<file path="src/rtl/mypkg.sv">
// Shared types for the L1 replacement controller.
//   protocol     : width of one way's MESI field
//   mesi_t       : MESI encoding (I=0, S=1, E=2, M=3)
//   ctrl_state_t : controller sequencing states
//   mesi_valid() : 1 only for S/E/M; I or any unknown bits count as invalid
package mypkg;

  localparam int protocol = 2;

  typedef enum logic [protocol-1:0] {
    I = 2'd0,
    S = 2'd1,
    E = 2'd2,
    M = 2'd3
  } mesi_t;

  typedef enum logic [1:0] {
    IDLE,
    LOOKUP,
    WB,
    RESP
  } ctrl_state_t;

  // case matching treats X/Z as a non-match, so such ways fall to invalid
  function automatic logic mesi_valid(logic [protocol-1:0] m);
    case (m)
      S, E, M: return 1'b1;
      default: return 1'b0;
    endcase
  endfunction

endpackage

</file>
<file path="src/rtl/plru_victim.sv">
// Combinational victim selection for one cache set.
//   plru_i   : ASSOC-1 tree PLRU bits (node n -> children 2n+1 lower, 2n+2 upper)
//   mesi_i   : MESI state of each way
//   victim_o : lowest-index invalid way, else the PLRU tree-walk result
module plru_victim
  import mypkg::*;
#(
  parameter int ASSOC = 8,
  parameter int WAY_W = $clog2(ASSOC)
) (
  input  logic [ASSOC-2:0]               plru_i,
  input  logic [ASSOC-1:0][protocol-1:0] mesi_i,
  output logic [WAY_W-1:0]               victim_o
);

  logic             found;
  logic [WAY_W-1:0] inv_way;
  logic [WAY_W-1:0] walk_way;

  always_comb begin
    int unsigned node;
    found    = 1'b0;
    inv_way  = '0;
    walk_way = '0;
    node     = 0;

    for (int unsigned w = 0; w < ASSOC; w++) begin
      if (!found && !mesi_valid(mesi_i[w])) begin
        found   = 1'b1;
        inv_way = WAY_W'(w);
      end
    end

    // bit=0 steers to the upper half, so each level contributes ~bit to the way index
    for (int unsigned l = 0; l < WAY_W; l++) begin
      walk_way[WAY_W-1-l] = ~plru_i[node];
      node = 2 * node + (plru_i[node] ? 32'd1 : 32'd2);
    end

    victim_o = found ? inv_way : walk_way;
  end

endmodule

</file>
<file path="src/rtl/plru_replace_ctrl.sv">
// Per-set tree-PLRU replacement controller for the L1 data cache.
// Accepts a lookup, resolves hit way or fill victim, runs a writeback
// handshake for Modified victims, then pulses a response and touches the
// responded way in the PLRU state of the captured set.
//   clk, rst_n             : clock, asynchronous active-low reset
//   req_valid/req_ready    : lookup handshake (ready only while idle)
//   req_set, req_hit, req_hit_way, req_mesi : lookup payload
//   wb_valid/wb_ready      : writeback handshake, wb_set/wb_way = victim
//   resp_valid             : one-cycle response, resp_way/resp_hit/resp_err
module plru_replace_ctrl
  import mypkg::*;
#(
  parameter int ASSOC = 8,
  parameter int SETS  = 16,
  parameter int SET_W = $clog2(SETS),
  parameter int WAY_W = $clog2(ASSOC)
) (
  input  logic                          clk,
  input  logic                          rst_n,
  input  logic                          req_valid,
  output logic                          req_ready,
  input  logic [SET_W-1:0]              req_set,
  input  logic                          req_hit,
  input  logic [WAY_W-1:0]              req_hit_way,
  input  logic [ASSOC-1:0][protocol-1:0] req_mesi,
  output logic                          wb_valid,
  input  logic                          wb_ready,
  output logic [SET_W-1:0]              wb_set,
  output logic [WAY_W-1:0]              wb_way,
  output logic                          resp_valid,
  output logic [WAY_W-1:0]              resp_way,
  output logic                          resp_hit,
  output logic                          resp_err
);

  ctrl_state_t                   state_q, state_d;
  logic [SET_W-1:0]              set_q;
  logic                          hit_q;
  logic [WAY_W-1:0]              hit_way_q;
  logic [ASSOC-1:0][protocol-1:0] mesi_q;
  logic [WAY_W-1:0]              way_q, way_d;
  logic [SETS-1:0][ASSOC-2:0]    plru_q, plru_d;
  logic [WAY_W-1:0]              victim;
  logic                          accept;

  plru_victim #(
    .ASSOC (ASSOC),
    .WAY_W (WAY_W)
  ) u_victim (
    .plru_i   (plru_q[set_q]),
    .mesi_i   (mesi_q),
    .victim_o (victim)
  );

  always_comb begin
    int unsigned node;
    state_d = state_q;
    way_d   = way_q;
    plru_d  = plru_q;
    accept  = 1'b0;
    node    = 0;

    case (state_q)
      IDLE: begin
        if (req_valid) begin
          accept  = 1'b1;
          state_d = LOOKUP;
        end
      end
      LOOKUP: begin
        // way_q holds the resolved way so wb_way stays stable through WB
        way_d = hit_q ? hit_way_q : victim;
        if (!hit_q && (mesi_q[victim] == M)) state_d = WB;
        else                                 state_d = RESP;
      end
      WB: begin
        if (wb_ready) state_d = RESP;
      end
      RESP: begin
        // point every node on the path away from the touched way
        for (int unsigned l = 0; l < WAY_W; l++) begin
          plru_d[set_q][node] = way_q[WAY_W-1-l];
          node = 2 * node + (way_q[WAY_W-1-l] ? 32'd2 : 32'd1);
        end
        state_d = IDLE;
      end
      default: state_d = IDLE;
    endcase
  end

  always_ff @(posedge clk or negedge rst_n) begin
    if (!rst_n) begin
      state_q   <= IDLE;
      set_q     <= '0;
      hit_q     <= 1'b0;
      hit_way_q <= '0;
      mesi_q    <= '0;
      way_q     <= '0;
      plru_q    <= '0;
    end else begin
      state_q <= state_d;
      way_q   <= way_d;
      plru_q  <= plru_d;
      if (accept) begin
        set_q     <= req_set;
        hit_q     <= req_hit;
        hit_way_q <= req_hit_way;
        mesi_q    <= req_mesi;
      end
    end
  end

  assign req_ready  = (state_q == IDLE);
  assign wb_valid   = (state_q == WB);
  assign wb_set     = set_q;
  assign wb_way     = way_q;
  assign resp_valid = (state_q == RESP);
  assign resp_way   = resp_valid ? way_q : '0;
  assign resp_hit   = resp_valid & hit_q;
  assign resp_err   = resp_valid & hit_q & ~mesi_valid(mesi_q[hit_way_q]);

endmodule
</file>
<file path="config.mk">
export PLATFORM = sky130hd
export DESIGN_NAME = plru_replace_ctrl
export DESIGN_NICKNAME = d
export VERILOG_FILES = /design/src/rtl/mypkg.sv /design/src/rtl/plru_victim.sv /design/src/rtl/plru_replace_ctrl.sv
export SDC_FILE = /design/constraint.sdc
export NUM_CORES = 1
export LEC_CHECK = 0
export ABC_AREA = 1
export ABC_CLOCK_PERIOD_IN_PS = 6830
export BUFFER_PORTS_ARGS = -buffer_cell sky130_fd_sc_hd__buf_4
export CORE_MARGIN = 2
export CORE_UTILIZATION = 45
export CTS_BUF_LIST = sky130_fd_sc_hd__clkbuf_8
export DETAILED_ROUTE_END_ITERATION = 10
export MAX_ROUTING_LAYER = met4
export SLEW_MARGIN = 15
export SYNTH_ARGS = -nofsm -noshare
export SYNTH_HDL_FRONTEND = slang
export SYNTH_HIERARCHICAL = 1
export SYNTH_SLANG_ARGS = --single-unit
</file>
<file path="constraint.sdc">
create_clock -name clk -period 6.83 [get_ports clk]
set_input_delay 1.0245 -clock clk [delete_from_list [all_inputs] [get_ports clk]]
set_output_delay 1.0245 -clock clk [all_outputs]
set_load 0.01 [all_outputs]
</file>
==> key figures, run 1 <==
Status
  • Status: finished clean

STA
  • Setup TNS Final: 0 ns
  • Max Clock Freq: 280.9 MHz
  • Worst Slack Setup Final: 3.270 ns
  • Period utilisation layout: 52.13%
  • Setup Skew: 0.008333 ns
  • Worst-Margin Slew: 1.121 ns
  • Pins over their slew limit: 0
  • Shortest period the worst path allows: 3.560 ns
  • Setup repair after global routing missed its margin: no
  • Slew Limit Headroom: 25.06%
  • Final Hold Vio Count: 0
  • Final Setup Violations: 0

Critical path
  • Buffer and inverter count on the worst path: 4
  • List of cells traversed by the critical path: nand2_1, inv_2, a22oi_1, nand2_1, nand2_1, nand2_1, inv_1, nand2_1, nand2_1, nand2_2, ha_1, inv_1, nand3_1, nand2_1, nand2_1, a21oi_2, inv_1, nand3_1, nand3_1, nand3_1, nand3_1, a21oi_1
  • Worst setup SP type: flop
  • Critical Path RT: 7.20 ns
  • Data arrival, critical path: 3.93 ns
  • Worst r2r src: wb_set[0]
  • Critical path start-end classification: flop to flop
  • Crit-path max FO: 28
  • Reg2reg end: state_q[0]
  • Register-to-register setup slack: 3.27 ns
  • Count of cells along the worst register-to-register path: 22
  • Worst path most repeated cell: nand2_1
  • Crit path capture type: flop
  • Slowest-stage cell, CP: dfrtp_1
  • Family with the most delay on the worst path: simple AND/OR/NAND/NOR gates
  • Slowest Stage Delay on Critical Path: 0.48 ns

Clocking
  • # hold bufs at CTS: 0
  • Clock latency of the later-clocked register in the worst-skew pair: 0.45 ns
  • Buffers inserted during post-CTS setup optimization: 0
  • CTS sink count: 141
  • Post-CTS resize count: 0
  • Clock-pin slew on the worst setup and hold paths: 0.07 ns
  • Buffer type at the clock tree root: clkbuf_8
  • Clock tree from TritonCTS: yes
  • Max H-tree Level: 4
  • Clock tree buffer depth: 2
  • Total CTS buffers: 17

Power and ir drop
  • Lkg Pwr: 3.823 nW
  • Power share of the sequential group: 36.5%
  • Proportion of power drawn by combinational gates: 44.0%
  • Switching component of the power: 1.720 mW
  • Internal Power: 2.075 mW
  • Power per unit of standard cell area: 458.0 nW/µm²
  • Clock group share of total power: 19.5%
  • Proportion of total power due to net switching: 45.33%
  • Worst vdd ir: 243.4 µV

Yosys
  • Count of state elements after synthesis: 141
  • Warnings from Yosys: 6
  • Mapped Cells: 965
  • Sequential cell area fraction in the yosys report: 47.67%
  • Netlist area before placement: 7402 µm²
  • Distinct cell type count of the synthesized netlist: 35
  • Avg Inst Size Synth: 7.671 µm²
  • Nets in the synthesized netlist: 1002

Final layout
  • Count of filler cells inserted in the layout: 1603
  • Diode count: 0
  • Leading cell types in the layout, fill and taps excluded: nand2_1 (277), o21ai_0 (170), dfrtp_1 (141)
  • Area overhead of the layout relative to synthesis: 11.93%
  • Final Net Count: 1025
  • Most common library cell in the layout ignoring fill and taps: nand2_1
  • Cell area after layout: 8285 µm²
  • Fraction of final layout cells with drive strength greater than 1: 11.79%

GRT
  • Vias in the first global route: 6346
  • GRT overflow: 0
  • Global routing usage on met1: 36.26%
  • Maximum number of pins on one net before global-route repair: 77
  • First-pass GRT wire length: 34490 µm
  • Met3 GRT Util: 5.805%
  • Met2 demand-to-capacity share in global routing: 37.62%
  • GR Util All Layers: 25.69%
  • Antenna violations before repair: 0
  • Global route hottest layer: met2

Routing
  • Via count: 6664
  • Final ANT Viol Nets: 0
  • DRC marker count from the first detailed-route iteration: 562
  • DRT Pass-1 Iters: 5
  • Post-detailed-route via-to-cell ratio: 5.476
  • DRC viols: 0
  • Detail-routed net length per standard cell: 17.30 µm
  • Post-detailed-routing wire length: 21060 µm

Floorplan
  • Chip height: 132.3 µm
  • Effective utilization at floorplan: 46.26%
  • Die Span X: 132.3 µm
  • Number of primary I/O pins: 43
  • Row count: 46
  • Die area: 17490 µm²
  • Standard cell core area: 16000 µm²

Placement
  • Dpl cell area: 7851 µm²
  • HPWL after DPL: 14110 µm
  • Routability-driven placement congestion ratio: 0.9214
  • Port buffer count: 42
  • Setup slack at placement: 3.349 ns

Hold path
  • HP Class: flop to flop
  • End point of the most critical hold path: plru_q[0]
  • Hold Crit Start: plru_q[0]
  • Hold Path Depth: 2

Job
  • Number of max-capacitance violations reported: 0
[through the flow]
step	cells	power, mW	util (%)	hold WS, ns
floorplan	965	2.501	-	0.4493
global placement	1185	3.028	49.07	0.4743
detailed placement	1185	3.048	49.07	0.4776
CTS	1217	3.799	51.78	0.4965
global route	1217	4.105	51.78	0.5080
finish	1217	3.795	51.78	0.4942
[worst min-delay path, delay by kind of cell (launching register included)]
| kind | cells | cell delay, ns |
|---|---|---|
| AND/OR/NAND/NOR | 1 | 0.05 |
| flip-flops | 1 | 0.35 |
| AO/OA/AOI/OAI | 1 | 0.06 |
[how the worst max path moves through the flow]
stage | startpoint | end | slack (ns) | cells after the start
final | wb_set[0] | state_q[0] | 3.27 | 22
after global routing | wb_set[0] | state_q[0] | 2.78 | 22
after CTS | wb_set[0] | state_q[0] | 3.33 | 22
after detailed placement | wb_set[0] | state_q[0] | 3.35 | 22
after global placement | wb_set[0] | state_q[0] | 3.48 | 23
after floorplan | wb_set[0] | state_q[0] | 3.93 | 22
[cell usage after synthesis, drive strengths merged]
| library cell | count | area (µm²) |
|---|---|---|
| nor3 | 2 | 10.01 |
| nor2 | 69 | 291.5 |
| o21a | 1 | 7.510 |
| o22ai | 1 | 6.260 |
| buf | 16 | 91.33 |
| a2bb2oi | 1 | 8.760 |
| or2 | 2 | 12.51 |
| o21ai | 172 | 864.6 |
| dfrtp | 141 | 3528 |
| mux2i | 2 | 20.02 |
| o211ai | 1 | 7.510 |
| clkbuf | 29 | 108.9 |
| nand4 | 30 | 187.7 |
| a22oi | 6 | 45.04 |
| mux2 | 18 | 202.7 |
| a21boi | 3 | 22.52 |
| clkinv | 2 | 7.510 |
| a21oi | 71 | 359.1 |
| and3 | 1 | 6.260 |
| a31oi | 1 | 6.260 |
| ha | 9 | 112.6 |
| nand2 | 281 | 1062 |
| nand3 | 28 | 140.1 |
| inv | 78 | 292.8 |
[power by group through the flow]
stage	clock, mW	sequential, mW	combinational, mW
floorplan	0	1.32	1.19
global placement	0	1.39	1.64
detailed placement	0	1.39	1.66
CTS	0.755	1.38	1.66
global route	0.792	1.43	1.88
finish	0.741	1.39	1.67
[cell families (layout without fill, tap and decap cells)]
| logic type | after synthesis | count (layout) | share of synthesized area, % |
|---|---|---|---|
| simple gates | 413 | 413 | 23.11 |
| buf+inv | 125 | 161 | 6.761 |
| fa+ha+maj | 9 | 9 | 1.521 |
| mux | 20 | 20 | 3.009 |
| compound gates | 257 | 257 | 17.93 |
| flops | 141 | 141 | 47.67 |
[routing by layer]
layer | share of wire, % | vias up | routed length, µm
met5 | 0 | - | 0
met4 | 1.7 | 0 | 352
met3 | 6.7 | 29 | 1407
met2 | 44 | 222 | 9358
met1 | 47 | 3175 | 9942
li1 | - | 3238 | -
[cell type report]
type                    count  area (µm²)  share of cell area, %
inverters                  80       300.3                  3.624
flip-flops and latches    141        3528                  42.59
multi-input cells         699        3381                  40.80
clock buffers              19       261.5                  3.156
repair buffers             49       371.6                  4.485
clock inverters            13       172.7                  2.084
well taps                 216       270.3                  3.262
[registers in the layout (all words and copies together), names as in the netlist]
| name | flops |
|---|---|
| hit_q | 1 |
| plru_q | 112 |
| state_q | 2 |
| wb_set | 4 |
| wb_way | 3 |
| mesi_q | 16 |
| hit_way_q | 3 |
Power figures use the tool's default switching activity.
==> run 2, diff against run 1 <==
--- a/config.mk
+++ b/config.mk
@@ -6,7 +6,7 @@
 export NUM_CORES = 1
 export LEC_CHECK = 0
 export ABC_AREA = 1
-export ABC_CLOCK_PERIOD_IN_PS = 6830
+export ABC_CLOCK_PERIOD_IN_PS = 3200
 export BUFFER_PORTS_ARGS = -buffer_cell sky130_fd_sc_hd__buf_4
 export CORE_MARGIN = 2
 export CORE_UTILIZATION = 45
==> constraint.sdc (replaced) <==
create_clock -name clk -period 3.2 [get_ports clk]
set_input_delay 0.48 -clock clk [delete_from_list [all_inputs] [get_ports clk]]
set_output_delay 0.48 -clock clk [all_outputs]
set_load 0.01 [all_outputs]
==> key figures, run 2 (synthesized netlist as in run 1, its figures left out) <==
Routing
  • Detail-routed net length per standard cell: 17.35 µm (+0.27%)
  • DRC marker count from the first detailed-route iteration: 599 (+6.6%)
  • DRC viols: 0 (unchanged)
  • Final ANT Viol Nets: 0 (unchanged)
  • DRT Pass-1 Iters: 5 (unchanged)
  • Via count: 6799 (+2.0%)
  • Post-detailed-routing wire length: 21550 µm (+2.3%)
  • Post-detailed-route via-to-cell ratio: 5.474 (about the same)

Final layout
  • Final Non-Filler Cells: 1242 (+2.1%)
  • Fraction of final layout cells with drive strength greater than 1: 14.91% (+3.1 points)
  • Number of flip-flops in the largest register: 112 (unchanged)
  • Biggest register: plru_q
  • Diode count: 0 (unchanged)
  • Final Net Count: 1051 (+2.5%)
  • Cell area after layout: 8620 µm² (+4.0%)
  • Leading cell types in the layout, fill and taps excluded: nand2_1 (274), o21ai_0 (170), dfrtp_1 (139)
  • Area overhead of the layout relative to synthesis: 16.45%
  • Count of filler cells inserted in the layout: 1576 (-1.7%)
  • Most common library cell in the layout ignoring fill and taps: nand2_1

Clocking
  • Clock tree buffer depth: 2 (unchanged)
  • Clock-pin slew on the worst setup and hold paths: 0.09 ns (+0.02 ns)
  • Total CTS buffers: 17 (unchanged)
  • Clock latency of the later-clocked register in the worst-skew pair: 0.48 ns (+0.03 ns)
  • Clock tree from TritonCTS: yes
  • Buffer type at the clock tree root: clkbuf_8
  • CTS sink count: 141 (unchanged)
  • Max H-tree Level: 4 (unchanged)

Critical path
  • Data arrival, critical path: 3.32 ns (-0.61 ns)
  • Reg2reg end: state_q[0]
  • Slowest-stage cell, CP: dfrtp_2
  • Slowest Stage Delay on Critical Path: 0.51 ns (+0.03 ns)
  • Worst path most repeated cell: nand3_1
  • List of cells traversed by the critical path: nand2_4, inv_4, buf_4, nand2_1, nand4_1, nand2_1, nand4_1, nand2_2, nand2_2, ha_4, inv_1, nand3_1, nand2_1, nand2_1, a21oi_4, buf_4, nand3_1, nand3_1, nand3_1, nand3_1, a21oi_1
  • Register-to-register setup slack: 0.25 ns (-3.02 ns)
  • Crit path capture type: flop
  • Critical path start-end classification: flop to flop
  • Count of cells along the worst register-to-register path: 21 (-4.5%)
  • Worst r2r src: wb_set[0]
  • Critical Path RT: 3.56 ns (-3.64 ns)
  • Worst setup SP type: flop
  • Crit-path max FO: 13 (-54%)

Floorplan
  • Die area: 17490 µm² (unchanged)
  • Chip height: 132.3 µm (unchanged)
  • Die Span X: 132.3 µm (unchanged)
  • Standard cell core area: 16000 µm² (unchanged)
  • Number of primary I/O pins: 43 (unchanged)
  • Effective utilization at floorplan: 46.26% (unchanged)
  • Row count: 46 (unchanged)

STA
  • Slew Limit Headroom: 42.60% (+18 points)
  • Worst Slack Setup Final: 0.2451 ns (-3.025 ns)
  • Setup repair after global routing missed its margin: no
  • Final Setup Violations: 0 (unchanged)
  • Period utilisation layout: 92.34% (+40 points)
  • Worst-Margin Slew: 0.8589 ns (-0.2624 ns)
  • Setup TNS Final: 0 ns (unchanged)
  • Setup Skew: 0.01526 ns (+0.006928 ns)
  • Shortest period the worst path allows: 2.955 ns (-0.6054 ns)
  • Max Clock Freq: 338.4 MHz (+20%)
  • Final Hold Vio Count: 0 (unchanged)
  • Pins over their slew limit: 0 (unchanged)

Placement
  • Port buffer count: 42 (unchanged)
  • HPWL after DPL: 14890 µm (+5.6%)
  • Setup slack at placement: 0.03175 ns (-3.317 ns)
  • Placed instance count: 1203 (+1.5%)
  • Dpl cell area: 8024 µm² (+2.2%)
  • Routability-driven placement congestion ratio: 0.8776 (-4.8%)

Power and ir drop
  • Overall power consumption: 8.581 mW (+130%)
  • Lkg Pwr: 3.968 nW (+3.8%)
  • Worst vdd ir: 502.0 µV (+110%)
  • Power per unit of standard cell area: 995.5 nW/µm² (+120%)

Hold path
  • HP Class: input pin to flop
  • End point of the most critical hold path: mesi_q[6]
  • Hold Crit Start: req_mesi[6]
  • Hold Path Depth: 2 (unchanged)

GRT
  • GRT overflow: 0 (unchanged)
  • Maximum number of pins on one net before global-route repair: 66 (-14%)
  • Vias in the first global route: 6276 (-1.1%)
  • First-pass GRT wire length: 34610 µm (+0.34%)
  • GR Util All Layers: 26.07% (+0.38 points)
  • Antenna violations before repair: 0 (unchanged)

Status
  • Status: finished clean

Job
  • Number of max-capacitance violations reported: 0 (unchanged)
[run 2: changes by cell type in the layout (fill, tap and decap cells not counted), sizes merged]
cell         change
clkbuf           +1
dlygate4sd3      +1
buf             +24
clkinv           -1
[run 2: worst max-delay path by stage]
stage                         start         end  slack [ns]  cells after the start
after floorplan           wb_set[0]  state_q[0]        0.30                     22
after global placement    wb_set[1]  state_q[0]        0.19                     24
after detailed placement  wb_set[0]  state_q[0]        0.03                     22
after CTS                 wb_set[0]  state_q[0]       0.002                     22
after global routing      wb_set[0]  state_q[0]        0.02                     22
final                     wb_set[0]  state_q[0]        0.25                     21
[run 2: what timing repair did]
| item | CTS | global route |
|---|---|---|
| hold buffers | 1 | 0 |
| hold endpoints to repair | 44 | 0 |
| setup endpoints to repair | 0 | 2 |
| buffers inserted | 0 | 6 |
| gates resized for setup | 0 | 20 |
[run 2: critical path: cells and delay by family, from the launching register on]
kind / cells / cell delay (ns)
fa+ha+maj: 1 / 0.24
buf+inv: 4 / 0.47
flops: 1 / 0.51
simple gates: 14 / 1.37
compound gates: 2 / 0.27
[run 2: metrics by stage]
stage	utilization, %	hold WS, ns
CTS	53.00	0.2142
floorplan	-	0.1844
finish	53.87	0.2268
detailed placement	50.15	0.4406
global placement	50.15	0.4486
global route	53.87	0.2175
[run 2: layer usage]
metal | wire length, µm | vias up | share of wire, % | global-route usage, %
met3 | 1273 | 22 | 5.9 | 4.421
met4 | 301 | 0 | 1.4 | 6.810
met1 | 10170 | 3258 | 47 | 36.99
li1 | - | 3288 | - | -
met5 | 0 | - | 0 | -
met2 | 9805 | 231 | 45 | 38.95
[run 2: cell type report]
type,count,area (µm²),share of cell area [%]
clock buffers,19,261.5,3.034
clock inverters,12,185.2,2.148
inverters,80,307.8,3.571
multi-input cells,699,3436,39.86
flip-flops and latches,141,3531,40.96
well taps,216,270.3,3.135
repair buffers,75,628.1,7.287
[run 2: where the power goes]
part	switching, mW	leakage, nW	internal (mW)
clock network	0.733	0.223	0.894
registers	0.556	1.85	2.43
logic	2.57	1.90	1.40
==> run 3, diff against run 2 <==
--- a/config.mk
+++ b/config.mk
@@ -9,10 +9,11 @@
 export ABC_CLOCK_PERIOD_IN_PS = 3200
 export BUFFER_PORTS_ARGS = -buffer_cell sky130_fd_sc_hd__buf_4
 export CORE_MARGIN = 2
-export CORE_UTILIZATION = 45
+export CORE_UTILIZATION = 57
 export CTS_BUF_LIST = sky130_fd_sc_hd__clkbuf_8
 export DETAILED_ROUTE_END_ITERATION = 10
 export MAX_ROUTING_LAYER = met4
+export PLACE_DENSITY = 0.78
 export SLEW_MARGIN = 15
 export SYNTH_ARGS = -nofsm -noshare
 export SYNTH_HDL_FRONTEND = slang
==> key figures, run 3 (synthesized netlist as in run 1, its figures left out) <==
Status
  • Status: finished clean

Final layout
  • Diode count: 0 (unchanged)
  • Leading cell types in the layout, fill and taps excluded: nand2_1 (275), o21ai_0 (169), dfrtp_1 (139)
  • Area overhead of the layout relative to synthesis: 14.37%
  • Final Net Count: 1047 (-0.38%)
  • Final Non-Filler Cells: 1195 (-3.8%)
  • Register area: 3531 µm² (unchanged)
  • Number of flip-flops in the largest register: 112 (unchanged)
  • Final core area utilization: 66.81% (+13 points)
  • Multi-input gate area in the final layout: 3413 µm² (-0.66%)
  • Biggest register: plru_q
  • Most common library cell in the layout ignoring fill and taps: nand2_1
  • Cell area after layout: 8466 µm² (-1.8%)
  • Fraction of final layout cells with drive strength greater than 1: 14.37% (-0.54 points)
  • Count of filler cells inserted in the layout: 1108 (-30%)

Critical path
  • Count of cells along the worst register-to-register path: 19 (-9.5%)
  • Data arrival, critical path: 3.36 ns (+0.04 ns)
  • Crit-path max FO: 10 (-3)
  • Critical Path RT: 3.60 ns (+0.04 ns)
  • Register-to-register setup slack: 0.24 ns (about the same)
  • Worst setup SP type: flop
  • Reg2reg end: state_q[0]
  • Critical path start-end classification: flop to flop
  • Crit path capture type: flop
  • Worst r2r src: wb_set[3]

Clocking
  • CTS sink count: 141 (unchanged)
  • Max H-tree Level: 4 (unchanged)
  • Clock tree from TritonCTS: yes
  • Clock latency of the later-clocked register in the worst-skew pair: 0.47 ns (about the same)
  • Total CTS buffers: 17 (unchanged)
  • Clock-pin slew on the worst setup and hold paths: 0.09 ns (about the same)
  • Buffer type at the clock tree root: clkbuf_8
  • Clock tree buffer depth: 2 (unchanged)

Placement
  • Placed instance count: 1157 (-3.8%)
  • Dpl cell area: 7939 µm² (-1.1%)
  • Port buffer count: 42 (unchanged)
  • HPWL after DPL: 13840 µm (-7.0%)
  • Routability-driven placement congestion ratio: 0.9503 (+8.3%)

Power and ir drop
  • Lkg Pwr: 3.947 nW (-0.53%)
  • Worst vdd ir: 767.3 µV (+53%)
  • Power per unit of standard cell area: 983.4 nW/µm² (-1.2%)
  • Overall power consumption: 8.325 mW (-3.0%)

Floorplan
  • Standard cell core area: 12670 µm² (-21%)
  • Die Span X: 118.0 µm (-11%)
  • Effective utilization at floorplan: 58.42% (+12 points)
  • Chip height: 118.0 µm (-11%)
  • Row count: 41 (-11%)
  • Number of primary I/O pins: 43 (unchanged)
  • Die area: 13910 µm² (-20%)

Hold path
  • HP Class: input pin to async pin

STA
  • Setup Skew: 0.01068 ns (-0.004578 ns)
  • Pins over their slew limit: 0 (unchanged)
  • Final Setup Violations: 0 (unchanged)
  • Max Clock Freq: 338.0 MHz (-0.11%)
  • Slew Limit Headroom: 37.24% (-5.4 points)
  • Period utilisation layout: 92.45% (+0.11 points)
  • Shortest period the worst path allows: 2.958 ns (+0.003392 ns)
  • Final Hold Vio Count: 0 (unchanged)
  • Worst-Margin Slew: 0.9392 ns (+0.08028 ns)
  • Final worst hold slack: 0.02504 ns (-0.2018 ns)

GRT
  • Vias in the first global route: 6519 (+3.9%)
  • First-pass GRT wire length: 32690 µm (-5.5%)
  • Maximum number of pins on one net before global-route repair: 74 (+12%)
  • GRT overflow: 0 (unchanged)
  • GR Util All Layers: 30.68% (+4.6 points)
  • Antenna violations before repair: 0 (unchanged)

Routing
  • Post-detailed-routing wire length: 20070 µm (-6.9%)
  • DRT Pass-1 Iters: 5 (unchanged)
  • Detail-routed net length per standard cell: 16.80 µm (-3.2%)
  • Final ANT Viol Nets: 0 (unchanged)
  • DRC marker count from the first detailed-route iteration: 770 (+29%)
  • Post-detailed-route via-to-cell ratio: 5.779 (+5.6%)
  • Via count: 6906 (+1.6%)
  • DRC viols: 0 (unchanged)

Job
  • Number of max-capacitance violations reported: 0 (unchanged)
-- run 3: cell count changes in the layout (fill, tap and decap cells not counted), moves of 2 or more --
cell,change
inv_4,-2
inv_1,+2
buf_4,-2
clkbuf_8,-2
inv_6,+2
-- run 3: critical path, cell delays in order (launching register included) --
cell     delay, ns
dfrtp_1       0.46
inv_1         0.08
nor2_1        0.32
buf_4         0.26
nand2_1       0.11
nand4_1       0.17
nand2_2       0.10
nand2_2       0.09
ha_1          0.25
inv_1         0.08
nand3_1       0.08
nand2_1       0.06
nand2_1       0.09
a21oi_4       0.21
inv_1         0.11
nand3_1       0.09
nand3_1       0.07
nand3_1       0.09
nand3_1       0.07
a21oi_1       0.12
-- run 3: area by class of cell --
class                           count  area share, %
Clock buffer                       17          2.764
Clock inverter                     15          2.202
Inverter                           80          3.577
Multi-Input combinational cell    699          40.32
Sequential cell                   141          41.71
Tap cell                          172          2.542
Timing Repair Buffer               71          6.887
-- run 3: power breakdown --
group | switching, mW | total, mW | internal, mW | leakage [nW]
combinational | 2.52 | 3.85 | 1.33 | 1.89
sequential | 0.515 | 2.95 | 2.43 | 1.85
clock | 0.750 | 1.53 | 0.782 | 0.211
total | 3.78 | 8.32 | 4.54 | 3.95
-- run 3: routing by layer --
metal | wire length [µm] | track usage [%] | vias to the layer above
met5 | 0 | - | -
met4 | 566 | 11.37 | 0
met3 | 1341 | 6.686 | 51
met2 | 9332 | 46.22 | 258
met1 | 8833 | 41.05 | 3321
li1 | - | - | 3276
-- run 3: worst max-delay path by stage --
stage | to | depth (start not counted) | slack [ns] | startpoint
2_1_floorplan | state_q[0] | 22 | 0.30 | wb_set[0]
4_1_cts | state_q[0] | 23 | 0.06 | wb_set[0]
5_1_grt | state_q[0] | 21 | -0.01 | wb_set[0]
3_3_place_gp | state_q[0] | 23 | 0.17 | wb_set[0]
3_5_place_dp | state_q[0] | 22 | 0.02 | wb_set[0]
6_report | state_q[0] | 19 | 0.24 | wb_set[3]
-- run 3: repair_timing --
action                                  CTS  global route
hold buffers                              0             0
gates cloned                              0             1
setup buffers                             0             5
endpoints found under the setup margin    1             1
endpoints found under the hold margin     0             0
resized for setup                         1            13
pin swaps                                 0             5
-- run 3: per-stage QoR --
step                      setup TNS, ns  setup WS (ns)
final                                 0         0.2417
after global routing          -0.009547      -0.009547
after CTS                             0        0.05525
after detailed placement              0        0.02180
after global placement                0         0.1704
after floorplan                       0         0.3018
